<file path="src/rtl/alu_pkg.sv">
// Shared ALU datapath definitions: adder width limit and per-bit adder result type.
package alu_pkg;

  localparam int unsigned FA_MAX_WIDTH = 64;

  typedef struct packed {
    logic carry;
    logic sum;
  } fa_bit_t;

endpackage : alu_pkg

</file>
<file path="src/rtl/full_adder_cell.sv">
// Purely combinational 1-bit full adder cell, the ripple element of full_adder_reg.
module full_adder_cell (
  input  logic a,
  input  logic b,
  input  logic cin,
  output logic s,
  output logic cout
);

  assign s    = a ^ b ^ cin;
  assign cout = (a & b) | (a & cin) | (b & cin);

endmodule : full_adder_cell

</file>
<file path="src/rtl/full_adder_reg.sv">
// Registered ripple-carry adder: {carry,sum} = a + b + c, one cycle of latency
// behind a single valid stage. WIDTH=1 degenerates to a plain registered full adder.
module full_adder_reg
  import alu_pkg::*;
#(
  parameter int unsigned WIDTH = 1
) (
  input  logic             clk,
  input  logic             rst,
  input  logic             in_valid,
  input  logic [WIDTH-1:0] a,
  input  logic [WIDTH-1:0] b,
  input  logic             c,
  output logic             out_valid,
  output logic [WIDTH-1:0] sum,
  output logic             carry
);

  if (WIDTH < 1 || WIDTH > FA_MAX_WIDTH) begin : g_width_check
    $error("full_adder_reg: WIDTH %0d outside 1..%0d", WIDTH, FA_MAX_WIDTH);
  end

  logic [WIDTH-1:0] sum_next;
  logic             carry_next;

  // Each stage owns its carry net so the chain is not one self-referencing vector.
  for (genvar i = 0; i < WIDTH; i++) begin : g_bit
    logic    cin;
    fa_bit_t res;

    if (i == 0) begin : g_first
      assign cin = c;
    end else begin : g_rest
      assign cin = g_bit[i-1].res.carry;
    end

    full_adder_cell u_cell (
      .a    (a[i]),
      .b    (b[i]),
      .cin  (cin),
      .s    (res.sum),
      .cout (res.carry)
    );

    assign sum_next[i] = res.sum;
  end

  assign carry_next = g_bit[WIDTH-1].res.carry;

  always_ff @(posedge clk) begin
    if (rst) begin
      out_valid <= 1'b0;
      sum       <= '0;
      carry     <= 1'b0;
    end else begin
      out_valid <= in_valid;
      if (in_valid) begin
        sum   <= sum_next;
        carry <= carry_next;
      end
    end
  end

endmodule : full_adder_reg

</file>
<file path="config.mk">
export PLATFORM = sky130hd
export DESIGN_NAME = full_adder_reg
export DESIGN_NICKNAME = d
export VERILOG_FILES = /design/src/rtl/alu_pkg.sv /design/src/rtl/full_adder_cell.sv /design/src/rtl/full_adder_reg.sv
export SDC_FILE = /design/constraint.sdc
export NUM_CORES = 1
export LEC_CHECK = 0
export CAP_MARGIN = 20
export CORE_AREA = 8 8 45 47
export DETAILED_ROUTE_END_ITERATION = 10
export DIE_AREA = 0 0 53 55
export MAX_ROUTING_LAYER = met4
export PLACE_DENSITY_LB_ADDON = 0.25
export SLEW_MARGIN = 0
export SYNTH_ARGS = -nofsm -noshare
export SYNTH_HDL_FRONTEND = slang
export SYNTH_SLANG_ARGS = --single-unit
</file>
<file path="constraint.sdc">
create_clock -name clk -period 1.7 [get_ports clk]
set_clock_uncertainty 0.1 [all_clocks]
set_input_delay 0.17 -clock clk [delete_from_list [all_inputs] [get_ports clk]]
set_output_delay 0.17 -clock clk [all_outputs]
set_load 0.05 [all_outputs]
</file>
# [After elaboration in Yosys (flattened, before gate mapping)]
# Cells that the tools add are included.
[totals] register_bits=3 latchBits=0 mem_bits_rw=0 rom_bits=0 output_inout_bits=3 memories=0
[op_classes] n_addsub=0 mul=0 div_mod_pow=0 order_cmp=0 n_eq_ne=0 shift=0 muxes=0 bitwise_logic=7 n_reduce_logical=0
[op_table] op="1-bit bitwise AND" n=3
[op_table] op="1-bit bitwise OR" n=2
[op_table] op="1-bit XOR" n=2

# [Depth between registers and ports, before layout]
[logic_depth] ltp_word=3 ltp_mapped=3 ltp_nobuf=3

# [Cells and area by module]
# A second synthesis with hierarchy kept.
[hier_totals] hier_cells=9 area_unflattened_um2=113.9
[by_module_without_submodules] module="full_adder_reg" instances=1 cells_each=8 area_per_inst_um2=93.8
[by_module_without_submodules] module="full_adder_cell" instances=1 cells_each=1 area_per_inst_um2=20.0

# [Worst setup path after synthesis]
# No wires, ideal clock.
[synth_path] path_type="input-to-reg" start="input port a" end="register sum" arrival_time_ns=0.793 required_time_ns=1.484 setup_slack_ns=0.691 cell_stages=3 path_cell_list="fa_1 -> mux2i_1 -> nor2_1"
[synth_between] elab_chain_len=2
[synth_lines] item="from (decl)" line="full_adder_reg.sv:11" rtl="input logic [WIDTH-1:0] a,"
[synth_lines] item="1-bit XOR (2 in series)" line="full_adder_cell.sv:10" rtl="assign s = a ^ b ^ cin;"
[synth_lines] item="to (signal assigned)" line="full_adder_reg.sv:58" rtl="sum <= sum_next;"
[synth_lines] item="to (decl)" line="full_adder_reg.sv:15" rtl="output logic [WIDTH-1:0] sum,"
# Every way passes these cells.
# A chain may end at the register's enable or synchronous reset.

# [Worst setup path after layout]
[layout_path] start="input port a" end="register sum"
[layout_between] elab_chain_len=2
[layout_lines] item="1-bit XOR (2 in series)" line="full_adder_cell.sv:10"
[layout_lines] item="via g_bit[0].u_cell.s" line="full_adder_cell.sv:6" rtl="output logic s,"
# The timed path passes the listed nets, and every way through them passes these cells.

==> results.ini <==
[synth]
postSynthCellCount = 9
synth_area_leader_cell = dfxtp_1
syn-mean-instance-area_um2 = 12.7
yosysSeqAreaShare = 0.527
yosys_register_bits = 3
count_of_cell_types_in_the_netlist = 5
biggest_area_contributors_in_the_synthesized_netlist = dfxtp_1 (53%), fa_1 (18%), mux2i_1 (18%), nor2_1 (6.6%), nor2b_1 (5.5%)
postSynthNetCount = 16
post_synth_instance_area_um2 = 114
synth_top_area_share = 0.527
count_of_synthesis_stage_warnings_from_yosys = 0

[power_and_ir_drop]
power_frac_comb = 0.199
power_per_cell_area_nw_per_um2 = 1100
leakage_nw = 0.0999
seq_power_share = 0.306
power_mw = 0.257
vdd_ir_drop_max_v = 0.000191
power.switching_mw = 0.0697
clk_pwr_share = 0.495
switching_part_of_the_total_power = 0.272
internal_power_component_mw = 0.187

[clocking]
cts-hold-fix-buffers = 0
number_of_buffers_added_for_setup_after_cts = 0
clk-insertion-delay-late_ns = 0.23
ctsLongestPathBuffers = 2
cts_htree_levels = 1
clkSinkCount = 3
cts_buffers = 3
cts_repair_resize_count = 0
clock_tree.root_cell = clkbuf_4
tritoncts_clock_tree = built
clkTransAtPathRegs_ns = 0.04

[final_layout]
utilization_after_layout = 0.168
post_route_cells_drive_above_1_share = 0.286
antenna_diode_count = 0
area_delta_synth_final_pct = 104
finalNetCount = 29

[critical_path]
critPathArrivalTime_ns = 1.29
setup.worst_path.end_class = flip-flop
timing.setup.critical_path_class = in2reg
required_arrival_time_at_the_worst_endpoint_ns = 1.73
setup.worst_path.start_class = input pin
crit_fanout = 1

[die]
boundaryPins = 9
coreArea_um2 = 1380
floorplan.die_area_um2 = 2920
initial_utilization = 0.0823
std_cell_rows = 14
die-width_um = 53
chipHeight_um = 55

[timing]
final-setup-viol-count = 0
slew-limit-headroom = 0.894
period_share = 0.741
worst_slew_pin_slew_ns = 0.159
max_freq_mhz = 793
final_max_slew_viol_count = 0
hold_viol_final = 0
period_minus_slack_ns = 1.26
post_route_setup_tns_ns = 0
rsz0062_at_grt = no

[placement]
port_buffers = 8
hpwl_um = 302
place.gp.congestion = 0.562

[worst_hold_path]
hold_path.class = reg2reg

[grt]
grt_overflow_total = 0
grt_start_max_net_pins = 4
grt_antenna_before_repair = 0
grt_first_pass_wirelength_um = 572
first_global_vias = 123
total_global_route_track_usage = 0.0332

[route]
route.antenna.remaining_nets = 0
drt_total_wl_um = 374
drt_iter0_drc = 0
via_per_inst = 2.86
number_of_vias_in_the_routed_layout = 106
routedWlPerCell_um = 10.1
drtPass1Iterations = 1
drc_errors = 0

[flow_run]
drv.max_cap_violation_count = 0

[status]
run_status = complete, no violations

## stage by stage
stage               cells  area, µm²  worst slack, ns  hold WS [ns]
global placement       33        206            0.225         0.382
floorplan               9        114            0.691         0.142
detailed placement     33        206            0.173         0.407
global route           37        233            0.414         0.430
finish                 37        233            0.440         0.410
CTS                    37        233            0.428         0.420
## critical path: stages
cell and delay [ns]:
clkdlybuf4s50_1 0.43, fa_1 0.49, mux2i_1 0.14, nor2_1 0.05
## path summary, 6_finish.rpt
check	end	slack (ns)	cells after the start	from
setup / recovery	sum$_SDFFE_PP0P_	0.44	4	a
hold / removal	sum$_SDFFE_PP0P_	0.41	2	sum$_SDFFE_PP0P_
setup reg to reg	carry$_SDFFE_PP0P_	1.01	2	carry$_SDFFE_PP0P_
hold reg to reg	sum$_SDFFE_PP0P_	0.41	2	sum$_SDFFE_PP0P_
## flip-flops by register name, summed over array words and instances (netlist names)
register and cells:
carry 1, out_valid 1, sum 1
## placed cells by master (no fill, tap or decap)
| master | n |
|---|---|
| clkdlybuf4s50_1 | 5 |
| dfxtp_1 | 3 |
| clkbuf_4 | 3 |
| buf_4 | 3 |
| mux2i_1 | 2 |
| nor2_1 | 2 |
| nor2b_1 | 1 |
| fa_1 | 1 |
| clkbuf_1 | 1 |
## power by group through the flow
stage / logic (mW) / clock network (mW) / registers [mW]
after global placement: 0.0501 / 0 / 0.0793
final: 0.0510 / 0.127 / 0.0786
after detailed placement: 0.0521 / 0 / 0.0796
after floorplan: 0.00853 / 0 / 0.0970
after CTS: 0.0521 / 0.131 / 0.0786
after global routing: 0.0540 / 0.138 / 0.0790
## cell type report
type,instances,area (µm²)
clock buffers,4,26.3
flip-flops and latches,3,60.1
fillers,158,1150
multi-input cells,6,53.8
well taps,16,20.0
repair buffers,8,72.6
## routing by layer
layer,track usage,share of wire,up-vias
met2,0.0254,0.25,11
met1,0.0365,0.56,43
met4,0.0259,0,0
met3,0.0428,0.18,0
met5,-,0,-
li1,-,-,52
## synth_stat cells
cell type and count:
dfxtp_1 3, nor2b_1 1, mux2i_1 2, fa_1 1, nor2_1 2
## cells by family (layout without fill, tap and decap cells)
kind of cell / after synthesis / count (layout) / share of synthesized area
flip-flops: 3 / 3 / 0.527
AND/OR/NAND/NOR: 3 / 3 / 0.121
multiplexers: 2 / 2 / 0.176
adder cells (fa/ha/maj): 1 / 1 / 0.176
buffers and inverters: 0 / 12 / 0
No activity file was read; power rests on OpenSTA's default activity.
